### src/rtl/sonar_serial_rx.sv
// Sonar link receiver: 7E2 UART plus parser for "AAA,DDD#" records, decoded to BCD.
// Define SONAR_RX_PARITY_EN to reject characters whose even parity does not match.
module sonar_serial_rx #(
  parameter int TICKS_PER_BIT = 434
) (
  input  logic        clock,
  input  logic        reset,
  input  logic        entrada_serial,
  output logic [11:0] angulo,
  output logic [11:0] distancia,
  output logic        frame_valido,
  output logic        erro_frame,
  output logic        recebendo
);

  localparam int CNT_W = $clog2(TICKS_PER_BIT);
  localparam logic [CNT_W-1:0] LAST_TICK = CNT_W'(TICKS_PER_BIT - 1);
  localparam logic [CNT_W-1:0] MID_TICK  = CNT_W'(TICKS_PER_BIT / 2 - 1);
  localparam logic [CNT_W-1:0] HALF_BIT  = CNT_W'(TICKS_PER_BIT / 2);

  typedef enum logic [2:0] {RX_IDLE, RX_START, RX_DATA, RX_PARITY, RX_STOP} rx_state_t;
  typedef enum logic [3:0] {
    P_D0, P_D1, P_D2, P_COMMA, P_E0, P_E1, P_E2, P_HASH, P_WAIT_HASH
  } p_state_t;

  function automatic logic is_digit(input logic [6:0] c);
    return (c[6:4] == 3'b011) && (c[3:0] <= 4'd9);
  endfunction

  // ---- stage p0/p1: input synchronizer, plus previous value for edge detect
  logic sync_p0, sync_p1, line_prev;

  always_ff @(posedge clock or negedge reset) begin
    if (!reset) begin
      sync_p0   <= 1'b1;
      sync_p1   <= 1'b1;
      line_prev <= 1'b1;
    end else begin
      sync_p0   <= entrada_serial;
      sync_p1   <= sync_p0;
      line_prev <= sync_p1;
    end
  end

  // ---- character receiver
  rx_state_t        rx_q, rx_d;
  logic [CNT_W-1:0] cnt_q, cnt_d;
  logic [2:0]       idx_q, idx_d;
  logic [6:0]       shift_q, shift_d;
  logic [6:0]       char_q, char_d;
  logic             stop_bad_q, stop_bad_d;
  logic             char_ok, char_ok_d;
  logic             char_err, char_err_d;
  logic             par_bad;
`ifdef SONAR_RX_PARITY_EN
  logic             par_bad_q, par_bad_d;
  assign par_bad = par_bad_q;
`else
  assign par_bad = 1'b0;
`endif

  always_ff @(posedge clock or negedge reset) begin
    if (!reset) begin
      rx_q       <= RX_IDLE;
      cnt_q      <= '0;
      idx_q      <= '0;
      shift_q    <= '0;
      char_q     <= '0;
      stop_bad_q <= 1'b0;
      char_ok    <= 1'b0;
      char_err   <= 1'b0;
`ifdef SONAR_RX_PARITY_EN
      par_bad_q  <= 1'b0;
`endif
    end else begin
      rx_q       <= rx_d;
      cnt_q      <= cnt_d;
      idx_q      <= idx_d;
      shift_q    <= shift_d;
      char_q     <= char_d;
      stop_bad_q <= stop_bad_d;
      char_ok    <= char_ok_d;
      char_err   <= char_err_d;
`ifdef SONAR_RX_PARITY_EN
      par_bad_q  <= par_bad_d;
`endif
    end
  end

  always_comb begin
    rx_d       = rx_q;
    cnt_d      = cnt_q + 1'b1;
    idx_d      = idx_q;
    shift_d    = shift_q;
    char_d     = char_q;
    stop_bad_d = stop_bad_q;
    char_ok_d  = 1'b0;
    char_err_d = 1'b0;
`ifdef SONAR_RX_PARITY_EN
    par_bad_d  = par_bad_q;
`endif
    unique case (rx_q)
      RX_IDLE: begin
        cnt_d      = '0;
        stop_bad_d = 1'b0;
        // a line stuck low after a break never produces a new falling edge
        if (line_prev && !sync_p1) rx_d = RX_START;
      end
      RX_START: begin
        if (cnt_q == MID_TICK) begin
          cnt_d = '0;
          idx_d = '0;
          rx_d  = sync_p1 ? RX_IDLE : RX_DATA;
        end
      end
      RX_DATA: begin
        if (cnt_q == LAST_TICK) begin
          cnt_d   = '0;
          shift_d = {sync_p1, shift_q[6:1]};
          if (idx_q == 3'd6) rx_d = RX_PARITY;
          else               idx_d = idx_q + 1'b1;
        end
      end
      RX_PARITY: begin
        if (cnt_q == LAST_TICK) begin
          cnt_d = '0;
          idx_d = '0;
          rx_d  = RX_STOP;
`ifdef SONAR_RX_PARITY_EN
          par_bad_d = ^{shift_q, sync_p1};
`endif
        end
      end
      RX_STOP: begin
        if (cnt_q == LAST_TICK) begin
          cnt_d = '0;
          if (idx_q == 3'd0) begin
            idx_d      = 3'd1;
            stop_bad_d = !sync_p1;
          end else begin
            rx_d   = RX_IDLE;
            char_d = shift_q;
            if (stop_bad_q || !sync_p1 || par_bad) char_err_d = 1'b1;
            else                                   char_ok_d  = 1'b1;
          end
        end
      end
      default: rx_d = RX_IDLE;
    endcase
  end

  // second stop-bit phase starts mid stop bit 1; its first half still belongs to stop bit 1
  assign recebendo = (rx_q != RX_IDLE) &&
                     !((rx_q == RX_STOP) && (idx_q == 3'd1) && (cnt_q >= HALF_BIT));

  // ---- record parser, one step per received character
  p_state_t    p_q, p_d;
  logic [23:0] shadow_q, shadow_d;
  logic [11:0] ang_d, dist_d;
  logic        fv_d, ef_d, ch_hash, ch_comma, ch_digit, char_fits;

  assign ch_hash  = (char_q == 7'h23);
  assign ch_comma = (char_q == 7'h2C);
  assign ch_digit = is_digit(char_q);

  always_ff @(posedge clock or negedge reset) begin
    if (!reset) begin
      p_q          <= P_D0;
      shadow_q     <= '0;
      angulo       <= '0;
      distancia    <= '0;
      frame_valido <= 1'b0;
      erro_frame   <= 1'b0;
    end else begin
      p_q          <= p_d;
      shadow_q     <= shadow_d;
      angulo       <= ang_d;
      distancia    <= dist_d;
      frame_valido <= fv_d;
      erro_frame   <= ef_d;
    end
  end

  always_comb begin
    unique case (p_q)
      P_D0, P_D1, P_D2, P_E0, P_E1, P_E2: char_fits = ch_digit;
      P_COMMA:                            char_fits = ch_comma;
      P_HASH:                             char_fits = ch_hash;
      default:                            char_fits = 1'b0;
    endcase
  end

  always_comb begin
    p_d      = p_q;
    shadow_d = shadow_q;
    ang_d    = angulo;
    dist_d   = distancia;
    fv_d     = 1'b0;
    ef_d     = 1'b0;
    if (char_ok || char_err) begin
      if (p_q == P_WAIT_HASH) begin
        if (char_ok && ch_hash) p_d = P_D0;
      end else if (char_err || !char_fits) begin
        ef_d = 1'b1;
        p_d  = ch_hash ? P_D0 : P_WAIT_HASH;
      end else begin
        unique case (p_q)
          P_D0:    begin shadow_d[23:20] = char_q[3:0]; p_d = P_D1;    end
          P_D1:    begin shadow_d[19:16] = char_q[3:0]; p_d = P_D2;    end
          P_D2:    begin shadow_d[15:12] = char_q[3:0]; p_d = P_COMMA; end
          P_COMMA: p_d = P_E0;
          P_E0:    begin shadow_d[11:8]  = char_q[3:0]; p_d = P_E1;    end
          P_E1:    begin shadow_d[7:4]   = char_q[3:0]; p_d = P_E2;    end
          P_E2:    begin shadow_d[3:0]   = char_q[3:0]; p_d = P_HASH;  end
          P_HASH: begin
            ang_d  = shadow_q[23:12];
            dist_d = shadow_q[11:0];
            fv_d   = 1'b1;
            p_d    = P_D0;
          end
          default: p_d = P_D0;
        endcase
      end
    end
  end

endmodule
### config.mk
export PLATFORM = sky130hd
export DESIGN_NAME = sonar_serial_rx
export DESIGN_NICKNAME = d
export VERILOG_FILES = /design/src/rtl/sonar_serial_rx.sv
export SDC_FILE = /design/constraint.sdc
export NUM_CORES = 1
export LEC_CHECK = 0
export ABC_AREA = 1
export CAP_MARGIN = 10
export CORE_UTILIZATION = 45
export CTS_BUF_LIST = sky130_fd_sc_hd__clkbuf_2
export DETAILED_ROUTE_END_ITERATION = 7
export GPL_ROUTABILITY_DRIVEN = 0
export PLACE_DENSITY_LB_ADDON = 0.12
export SKIP_LAST_GASP = 1
export SYNTH_ARGS = -nofsm -noshare
export SYNTH_HDL_FRONTEND = slang
export SYNTH_SLANG_ARGS = --single-unit
### constraint.sdc
create_clock -name clock -period 3.64 [get_ports clock]
set_input_delay 0.91 -clock clock [delete_from_list [all_inputs] [get_ports clock]]
set_output_delay 0.91 -clock clock [all_outputs]
set_load 0.03 [all_outputs]
* Word level (Yosys, flattened, before mapping) *
Cells that the tools add are included.

word-level totals
  register bits after elaboration = 89
  output and inout port bits = 27
  logic and storage cells = 134

cells by class
  add/sub/neg operators = 2
  order comparisons = 2
  eq/ne operators = 29
  multiplexer cells = 43
  bitwise operators = 3
  reductions and logical operators = 33

operators with widths
  operator                                                                             number
  3-bit two-way mux                                                                    13
  4-bit AND reduction                                                                  7
  9-bit one-hot mux with 3 select lines                                                1
  3-bit one-hot mux with 7 select lines                                                1
  9-bit two-way mux                                                                    2
  2-bit inequality test, second input constant                                         9
  1-bit two-way mux                                                                    17
  4-bit by 3-bit equality test with 1-bit output, second input constant                4
  4-bit two-way mux                                                                    4
  3-bit one-hot mux with 5 select lines                                                1
  7-bit by 6-bit equality test with 1-bit output, second input constant                2
  7-bit AND reduction                                                                  2
  3-bit one-hot mux with 4 select lines                                                1
  9-bit by 1-bit adder with 9-bit output, second input constant                        1
  3-bit by 2-bit equality test with 1-bit output, second input constant                3
  9-bit by 8-bit equality test with 1-bit output, second input constant                1
  9-bit equality test, second input constant                                           1
  9-bit by 8-bit greater-or-equal comparator with 1-bit output, second input constant  1
  4-bit by 2-bit equality test with 1-bit output, second input constant                2
  3-bit by 1-bit equality test with 1-bit output, second input constant                2
  3-bit equality test, second input constant                                           2
  1-bit logical AND                                                                    6
  3-bit zero test                                                                      2
  3-bit AND reduction                                                                  2
  other kinds (18)                                                                     25

* Logic depth before layout (Yosys ltp) *
Gate-level depths: netlist (run 1).

  word-level depth = 8
  gate-level depth with buffers = 11

* Least setup slack after synthesis (run 1) *
No wires, ideal clock.

  kind = reg2out
  from = register cnt_q[0]
  to = output port recebendo
  arrival = 1.436 ns
  path slack = 1.294 ns
  stages on the path, launching flop included = 7
  cell sequence = dfrtp_1 ha_1 nor2_1 nand3_1 a21oi_1 o21ai_0 a21oi_1

between the ends
  cells in the longest elaborated chain, start to end = 4

RTL lines
  item                                                          RTL line  source
  start: declaration                                            47        logic [CNT_W-1:0] cnt_q, cnt_d;
  start signal: assignment                                      77        cnt_q <= cnt_d;
  9-bit by 8-bit greater-or-equal comparator with 1-bit output  154       !((rx_q == RX_STOP) && (idx_q == 3'd1) && (cnt_q >= HALF_BIT));
  1-bit logical AND                                             154
  1-bit zero test                                               154
  1-bit logical AND                                             153       assign recebendo = (rx_q != RX_IDLE) &&
  end: declaration                                              13        output logic recebendo

No other way between the ends.

* Worst setup path in the final report (run 1) *
Ends and elaborated chain as after synthesis.

==> impl_results.md, run 1 <==
- Outcome: completed
- Min Tclk post-route: 3.43 ns
- Clock buffer count from CTS: 9
- Worst setup margin: 0.212 ns
- Worst min path class: in2async
- Pin count of the biggest net entering global routing: 90
- Detailed Place HPWL: 5380 µm
- Post-CTS sizing: 0
- Initial core utilization: 46.4%
- Cell Area, Placed: 4580 µm²
- Number of I/O port buffers: 29
- Required time at the endpoint of the critical path: 2.73 ns
- Congestion Overflow GR: 0
- Post-route DRC: 0
- Clock Tree Buf Depth: 2
- Number of cells on the worst reg-to-reg path: 8
- Wire length of the first global-routing pass: 14,500 µm
- Clk slew on worst S/H paths: 0.25 ns
- Warning count from the yosys run: 0
- Kind of start point of the critical path: flip-flop
- Register bit count reported by yosys: 89
- Worst setup timing slack at the placement stage: 0.841 ns
- Wirelength per Cell: 12.3 µm
- Max_slew headroom: 60.5%
- Die outline area: 9870 µm²
- Share of post-route cells with drive strength above 1: 5.67%
- Post-synthesis instance area: 4260 µm²
- Element type at the critical path end: output pin
- Max-capacitance violation count: 0
- Setup skew after layout: 0.0300 ns
- Die X-Extent: 99.3 µm
- Wirelength, routed: 8100 µm
- Setup Fix Bufs, Post-CTS: 0
- Maximum fanout along the worst path: 5
- Vias after detailed routing: 3,336
- Via-per-instance ratio: 5.07
- Antenna violations before repair: 0
- Final number of hold-violating endpoints: 0
- Total non-filler cell area in the finished layout: 4690 µm²
- Number of distinct library cells after synthesis: 30
- Most common cell after layout, fill and taps aside: nand2_1
- Count of clock tree sinks: 89
- Period Utilization, post-route: 94.2%
- Sequential cell area fraction in the yosys report: 52.3%
- Syn_area_per_cell: 8.18 µm²
- Quantity of hold-fixing buffers added after cts: 0
- Overall global routing resource usage: 18.3%
- Final setup violation count: 0
- Async SR Flop Fraction: 100%
- Final-stage net count: 552
- Post-synthesis net count: 531
- Worst-margin pin slew: 0.592 ns
- CTS tree: done
- Number of flops mapped to enable cells by yosys: 0
- Ports placed on the boundary: 30
- Antenna Cells: 0
- Syn-to-layout area delta: 10.1%
- Synthesized instance count: 521
- Data arrival time of the worst path: 2.52 ns
- Max-slew violations: 0
- Final total negative setup slack: 0 ns
- Residual antenna-violating net count after detailed routing: 0
- Placeable Area: 9200 µm²
- Number of global-route vias before repair: 3,261
- CTS HTree Levels: 3
- Peak clock frequency supported by timing: 292 MHz
- Initial drt markers: 143
- First-pass iteration count of the detailed router: 4
- Leading register cell type out of synthesis: dfrtp_1
- Setup Crit Path Kind: reg2out
- Most used cells in the layout excluding fill and tap cells: nand2_1 (187), dfrtp_1 (86), inv_1 (51), nand4_1 (50), nor2_1 (39)
- Clock Root Buffer: clkbuf_2
- Total leakage power: 2.44 nW
- RSZ-0062 raised after global routing: false
- Ratio of total power to cell area: 421 nW/µm²
- Die extent in y: 99.3 µm
- Worst IR Drop VDD: 0.292 mV
- Number of rows created at floorplan: 35
- Worst-Skew Late Latency: 0.55 ns
[routing by layer]
layer	share of wire, %	GRT usage (%)
met2	48	31.6
met4	1.5	6.90
met3	3.0	3.51
met1	48	22.9
met5	0	0
[power breakdown]
| part | leakage [nW] | internal (mW) | switching [mW] |
|---|---|---|---|
| Sequential | 1.23 | 1.03 | 0.0418 |
| Combinational | 1.16 | 0.124 | 0.278 |
| Clock | 0.0596 | 0.155 | 0.346 |
| Total | 2.44 | 1.31 | 0.665 |
[metrics by stage]
stage / power [mW] / hold WS (ns) / utilization, % / cells
2_1_floorplan: 1.38 / 0.345 / - / 521
3_3_place_gp: 1.48 / 0.349 / 49.8 / 642
3_5_place_dp: 1.49 / 0.347 / 49.8 / 642
4_1_cts: 1.99 / 0.346 / 51.0 / 658
5_1_grt: 2.10 / 0.337 / 51.0 / 658
6_report: 1.97 / 0.330 / 51.0 / 658
[registers in the layout (all words and copies together), names as in the netlist, 3 cells and up]
register / flops
shadow_q: 24
angulo: 12
distancia: 12
cnt_q: 9
char_q: 7
shift_q: 7
p_q: 4
idx_q: 3
rx_q: 3
[worst paths after layout]
path | startpoint | endpoint | slack (ns)
setup / recovery | cnt_q[0] | recebendo | 0.21
hold / removal | reset | angulo[7] | 0.33
setup reg to reg | char_q[1] | shadow_q[6] | 1.36
hold reg to reg | sync_p0 | sync_p1 | 0.37
max in group asynchronous | reset | sync_p0 | 2.87
min in group clock | sync_p0 | sync_p1 | 0.37
[cell usage after synthesis (3+ instances only)]
cell type | n | share of area, %
nor2_1 | 39 | 3.4
dfstp_2 | 3 | 1.8
inv_1 | 51 | 4.5
o21ai_0 | 25 | 2.9
nand4_1 | 50 | 7.3
nor2_2 | 3 | 0.44
ha_1 | 7 | 2.1
nor3_1 | 7 | 0.82
buf_2 | 12 | 1.4
buf_4 | 3 | 0.53
dfrtp_1 | 86 | 50
a21oi_1 | 3 | 0.35
xor2_1 | 3 | 0.62
nand3_1 | 20 | 2.3
xnor2_1 | 3 | 0.62
nand2_1 | 187 | 16
buf_6 | 4 | 1.1
[layout make-up]
type	instances	area, µm²
multi-input cells	357	1680
fillers	934	4500
clock buffers	9	45.0
clock inverters	7	68.8
well taps	111	139
flip-flops and latches	89	2230
inverters	52	195
repair buffers	33	330
[worst max-delay path: stages (launching register included)]
cell and delay (ns):
dfrtp_1 0.48, ha_1 0.23, nor2_1 0.10, nand3_1 0.08
a21oi_1 0.14, o21ai_0 0.12, a21oi_1 0.14, clkdlybuf4s50_1 0.69
[logic make-up after synthesis]
| group | share of synthesized area (%) |
|---|---|
| flip-flops | 52.3 |
| buffers and inverters | 8.19 |
| XOR/XNOR | 1.23 |
| AO/OA/AOI/OAI | 3.81 |
| AND/OR/NAND/NOR | 32.4 |
| adder cells (fa/ha/maj) | 2.05 |
Note: power is estimated with default switching activity, not from simulation.
==> inputs of run 2 (changes only) <==
--- a/config.mk
+++ b/config.mk
@@ -8,4 +8,5 @@
 export ABC_AREA = 1
 export CAP_MARGIN = 10
+export CORE_ASPECT_RATIO = 0.9
 export CORE_UTILIZATION = 45
 export CTS_BUF_LIST = sky130_fd_sc_hd__clkbuf_2
==> constraint.sdc (replaced) <==
create_clock -name clock -period 3.64 [get_ports clock]
set_input_delay 0.546 -clock clock [delete_from_list [all_inputs] [get_ports clock]]
set_output_delay 0.546 -clock clock [all_outputs]
set_load 0.03 [all_outputs]
==> impl_results.md, run 2 (same netlist as run 1, synthesis figures left out) <==
- Element type at the critical path end: output pin
- Sequential cell area in the final layout: 2230 µm² (unchanged)
- Grt met1 use: 22.5% (-0.34 points)
- Setup Fix Bufs, Post-CTS: 0 (unchanged)
- Vias after detailed routing: 3,335 (-0.030%)
- Number of rows created at floorplan: 33 (-5.7%)
- Initial drt markers: 142 (-0.70%)
- Largest register by flop count: shadow_q
- Number of global-route vias before repair: 3,080 (-5.6%)
- Initial core utilization: 46.5% (+0.15 points)
- Family of cells with the greatest summed delay on the critical path: buffers and inverters
- Number of I/O port buffers: 29 (unchanged)
- Max_slew headroom: 37.0% (-23 points)
- Via-per-instance ratio: 4.99 (-1.5%)
- Largest registers ranked by flip-flop count: shadow_q (24), angulo (12), distancia (12)
- Final number of hold-violating endpoints: 0 (unchanged)
- Required time at the endpoint of the critical path: 3.09 ns (+0.36 ns)
- Antenna violations before repair: 0 (unchanged)
- Overall global routing resource usage: 17.8% (-0.51 points)
- Die outline area: 9870 µm² (about the same)
- Outcome: completed
- Final-stage net count: 552 (unchanged)
- CTS HTree Levels: 3 (unchanged)
- Slowest library cell on the worst path: clkdlybuf4s50_1
- Worst IR Drop VDD: 0.357 mV (+22%)
- Max FFs per register: 24 (unchanged)
- Clock buffer count from CTS: 9 (unchanged)
- Buffers and inverters on the worst path: 1 (unchanged)
- Worst min path class: in2async
- Syn-to-layout area delta: 10.1% (unchanged)
- Placeable Area: 9170 µm² (-0.33%)
- Setup skew after layout: 0.0447 ns (+0.0147 ns)
- Kind of start point of the critical path: flip-flop
- Delay contributed by the slowest stage of the critical path: 0.69 ns (about the same)
- Die extent in y: 94.4 µm (-5.0%)
- Max-slew violations: 0 (unchanged)
- Antenna Cells: 0 (unchanged)
- Cell seen most often among critical-path stages: a21oi_1
- Ordered cell list for the critical path: ha_1, nor2_1, nand3_1, a21oi_1, o21ai_0, a21oi_1, clkdlybuf4s50_1
- Final setup violation count: 0 (unchanged)
- Data arrival time of the worst path: 2.48 ns (-0.04 ns)
- RSZ-0062 raised after global routing: false
- PnR Total Power: 1.97 mW (-0.25%)
- Met2 track utilization from global routing: 30.7% (-0.88 points)
- Maximum fanout along the worst path: 5 (unchanged)
- Quantity of hold-fixing buffers added after cts: 0 (unchanged)
- Detailed Place HPWL: 5500 µm (+2.1%)
- CTS tree: done
- Most used cells in the layout excluding fill and tap cells: nand2_1 (187), dfrtp_1 (86), inv_1 (51), nand4_1 (50), nor2_1 (39)
- Wirelength, routed: 8030 µm (-0.86%)
- Number of fill cells in the layout: 911 (-2.5%)
- Clock Tree Buf Depth: 2 (unchanged)
- Wirelength per Cell: 12.0 µm (-2.3%)
- Worst-Skew Late Latency: 0.54 ns (about the same)
- Setup Crit Path Kind: reg2out
- Total leakage power: 2.44 nW (about the same)
- Period Utilization, post-route: 83.0% (-11 points)
- Ratio of total power to cell area: 420 nW/µm² (-0.25%)
- Congestion Overflow GR: 0 (unchanged)
- Final total negative setup slack: 0 ns (unchanged)
- Post-CTS sizing: 0 (unchanged)
- Most common cell after layout, fill and taps aside: nand2_1
- Residual antenna-violating net count after detailed routing: 0 (unchanged)
- Wire length of the first global-routing pass: 14,100 µm (-2.9%)
- GR Layer Usage met3: 3.66% (+0.14 points)
- Clk slew on worst S/H paths: 0.24 ns (about the same)
- Busiest metal layer after global routing: met2
- Count of clock tree sinks: 89 (unchanged)
- Share of post-route cells with drive strength above 1: 5.86% (+0.19 points)
- Min Tclk post-route: 3.02 ns (-0.407 ns)
- Pin count of the biggest net entering global routing: 78 (-13%)
- Area of combinational cells with multiple inputs: 1680 µm² (unchanged)
- Max-capacitance violation count: 0 (unchanged)
- Clock Root Buffer: clkbuf_2
- Die X-Extent: 105 µm (+5.3%)
- Post-route DRC: 0 (unchanged)
- Post-layout util: 51.2% (+0.17 points)
- First-pass iteration count of the detailed router: 4 (unchanged)
- Peak clock frequency supported by timing: 331 MHz (+13%)
- Worst-margin pin slew: 0.945 ns (+0.353 ns)
- Ports placed on the boundary: 30 (unchanged)
-- run 2: cell types whose count changed in the layout (fill, tap and decap cells not counted), sizes merged --
cell | before | now
clkinvlp | 3 | 2
-- run 2: cell type report --
type	count	share of cell area [%]
well taps	122	3.25
multi-input cells	357	35.9
clock inverters	6	1.44
inverters	52	4.16
clock buffers	9	0.960
flip-flops and latches	89	47.5
repair buffers	33	6.77
-- run 2: path summary, 6_finish.rpt --
check	cells after the start	slack [ns]	start	endpoint
hold / removal	1	0.10	reset	frame_valido
max in group asynchronous	2	2.80	reset	distancia[7]
setup reg to reg	8	1.37	char_q[1]	shadow_q[21]
setup / recovery	7	0.62	cnt_q[0]	recebendo
hold reg to reg	0	0.38	sync_p0	sync_p1
min in group clock	0	0.38	sync_p0	sync_p1
-- run 2: power breakdown --
part | leakage [nW] | internal (mW) | switching [mW] | total (mW)
clock | 0.0644 | 0.157 | 0.335 | 0.491
combinational | 1.15 | 0.124 | 0.282 | 0.406
sequential | 1.23 | 1.03 | 0.0430 | 1.07
total | 2.44 | 1.31 | 0.660 | 1.97
-- run 2: layer usage --
layer	vias to the layer above	wire length [µm]
met5	-	0
met4	0	104
met3	9	274
met2	59	3800
met1	1541	3860
li1	1726	-
-- run 2: through the flow --
step / worst slack [ns] / area, µm² / hold slack, ns / instances
after floorplan: 1.66 / 4260 / 0.250 / 521
after global placement: 1.27 / 4580 / 0.348 / 653
after detailed placement: 1.25 / 4580 / 0.351 / 653
after CTS: 0.596 / 4690 / 0.135 / 668
after global routing: 0.453 / 4690 / 0.151 / 668
final: 0.619 / 4690 / 0.101 / 668
==> inputs of run 3 (changes only) <==
Clock period 3.64 ns to 2.9 ns, I/O delays scaled along.
==> impl_results.md, run 3 (same netlist as run 1, synthesis figures left out) <==
- RSZ-0062 raised after global routing: false
- Data arrival time of the worst path: 2.17 ns (-0.31 ns)
- Overall global routing resource usage: 17.6% (-0.19 points)
- Pin count of the biggest net entering global routing: 51 (-35%)
- Initial core utilization: 46.5% (unchanged)
- Max-slew violations: 0 (unchanged)
- Max-capacitance violation count: 0 (unchanged)
- CTS tree: done
- Worst min path class: in2reg
- Count of clock tree sinks: 89 (unchanged)
- Required time at the endpoint of the critical path: 2.47 ns (-0.62 ns)
- Total leakage power: 2.48 nW (+1.6%)
- Peak clock frequency supported by timing: 384 MHz
- Busiest metal layer after global routing: met2
- Clock Tree Buf Depth: 2 (unchanged)
- Die extent in y: 94.4 µm (unchanged)
- Buffers and inverters on the worst path: 1 (unchanged)
- Residual antenna-violating net count after detailed routing: 0 (unchanged)
- Maximum fanout along the worst path: 5 (unchanged)
- Syn-to-layout area delta: 11.5%
- Final total negative setup slack: 0 ns (unchanged)
- Number of I/O port buffers: 29 (unchanged)
- Ports placed on the boundary: 30 (unchanged)
- Grt met1 use: 23.7% (+1.2 points)
- Largest register by flop count: shadow_q
- Clk slew on worst S/H paths: 0.23 ns (about the same)
- Element type at the critical path end: output pin
- Die outline area: 9870 µm² (unchanged)
- Setup slack, reg-to-reg: 0.84 ns (-0.53 ns)
- Clock buffer count from CTS: 9 (unchanged)
- Number of rows created at floorplan: 33 (unchanged)
- Max FFs per register: 24 (unchanged)
- Setup skew after layout: 0.0334 ns (-0.0113 ns)
- Kind of start point of the critical path: flip-flop
- Worst-Skew Late Latency: 0.55 ns (about the same)
- Wirelength per Cell: 11.8 µm (-2.1%)
- Wirelength, routed: 7920 µm (-1.3%)
- CTS HTree Levels: 3 (unchanged)
- Most common cell after layout, fill and taps aside: nand2_1
- Worst IR Drop VDD: 0.355 mV (-0.38%)
- Number of global-route vias before repair: 2,967 (-3.7%)
- Period Utilization, post-route: 89.8%
- Ratio of total power to cell area: 537 nW/µm² (+28%)
- Min Tclk post-route: 2.61 ns
- Final number of hold-violating endpoints: 0 (unchanged)
- Final setup violation count: 0 (unchanged)
- Number of fill cells in the layout: 937 (+2.9%)
- Congestion Overflow GR: 0 (unchanged)
- Antenna Cells: 0 (unchanged)
- Clock Root Buffer: clkbuf_2
- Wire length of the first global-routing pass: 13,900 µm (-1.3%)
- Via-per-instance ratio: 4.97 (-0.50%)
- GR Layer Usage met3: 4.14% (+0.48 points)
- Most used cells in the layout excluding fill and tap cells: nand2_1 (187), dfrtp_1 (86), inv_1 (51), nand4_1 (50), nor2_1 (39)
- Setup Crit Path Kind: reg2out
- Met2 track utilization from global routing: 29.0% (-1.8 points)
- Ordered cell list for the critical path: ha_1, nor2_1, nand3_1, a21oi_1, o21ai_0, a21oi_1, dlygate4sd2_1
- Outcome: completed
- Worst-margin pin slew: 0.630 ns (-0.315 ns)
- Largest registers ranked by flip-flop count: shadow_q (24), angulo (12), distancia (12)
- First-pass iteration count of the detailed router: 5 (+1)
- Placeable Area: 9170 µm² (unchanged)
- Cell seen most often among critical-path stages: a21oi_1
- Vias after detailed routing: 3,343 (+0.24%)
- Post-route DRC: 0 (unchanged)
- Antenna violations before repair: 0 (unchanged)
- Delay contributed by the slowest stage of the critical path: 0.47 ns (-0.22 ns)
- Die X-Extent: 105 µm (unchanged)
- Share of post-route cells with drive strength above 1: 6.53% (+0.67 points)
- Slowest library cell on the worst path: dfrtp_1
- Fin Hold WS: 0.264 ns (+0.163 ns)
- Final-stage net count: 556 (+0.72%)
- Family of cells with the greatest summed delay on the critical path: flip-flops
- Max_slew headroom: 58.0% (+21 points)
- Initial drt markers: 115 (-19%)
- Detailed Place HPWL: 5490 µm (-0.20%)
## run 3: cell types whose count changed in the layout (fill, tap and decap cells not counted)
cell	delta
dlygate4sd2_1	+1
inv_6	+2
clkdlybuf4s50_1	-1
buf_4	+3
dlygate4sd3_1	+1
bufinv_16	+1
clkinvlp_4	-1
clkinv_4	-1
## run 3: path summary, 6_finish.rpt
path	startpoint	endpoint	cells past startpoint
min in group asynchronous	reset	frame_valido	2
max in group asynchronous	reset	distancia[5]	3
setup / recovery	cnt_q[0]	recebendo	7
setup reg to reg	char_q[2]	shadow_q[5]	9
hold / removal	entrada_serial	sync_p0	1
hold reg to reg	sync_p0	sync_p1	0
## run 3: layout make-up
type / instances / area [µm²] / share of cell area [%]
Inverter: 52 / 195 / 4.10
Tap cell: 122 / 153 / 3.21
Sequential cell: 89 / 2230 / 46.9
Timing Repair Buffer: 37 / 349 / 7.34
Clock buffer: 9 / 45.0 / 0.947
Clock inverter: 7 / 98.8 / 2.08
Multi-Input combinational cell: 357 / 1680 / 35.4
## run 3: what timing repair did
| item | CTS | global route |
|---|---|---|
| endpoints found under the setup margin | 1 | 0 |
| hold endpoints to repair | 45 | 0 |
| hold buffers | 1 | 0 |
| gates resized for setup | 1 | 0 |
| setup buffers | 0 | 0 |
## run 3: worst reg2reg max path, delay by kind of cell, from the launching register on
kind,cells,cell delay (ns)
DFF,1,0.58
buffers and inverters,2,0.48
and+or+nand+nor,7,0.92
## run 3: report_power, final
part | total (mW) | switching [mW] | internal, mW
clock | 0.724 | 0.431 | 0.293
combinational | 0.488 | 0.338 | 0.150
sequential | 1.34 | 0.0514 | 1.29
total | 2.56 | 0.821 | 1.73
## run 3: through the flow
stage	area [µm²]	cells	setup WS (ns)	total power, mW	util (%)
floorplan	4260	521	1.03	1.73	-
global placement	4600	656	0.641	1.86	50.2
detailed placement	4600	656	0.607	1.86	50.2
CTS	4760	673	0.228	2.59	51.9
global route	4760	673	0.0696	2.73	51.9
finish	4760	673	0.295	2.56	51.9
## run 3: metal layers
| layer | up-vias | part of all wire [%] |
|---|---|---|
| li1 | 1732 | - |
| met4 | 0 | 0.91 |
| met1 | 1547 | 50 |
| met5 | - | 0 |
| met3 | 9 | 3.2 |
| met2 | 55 | 46 |
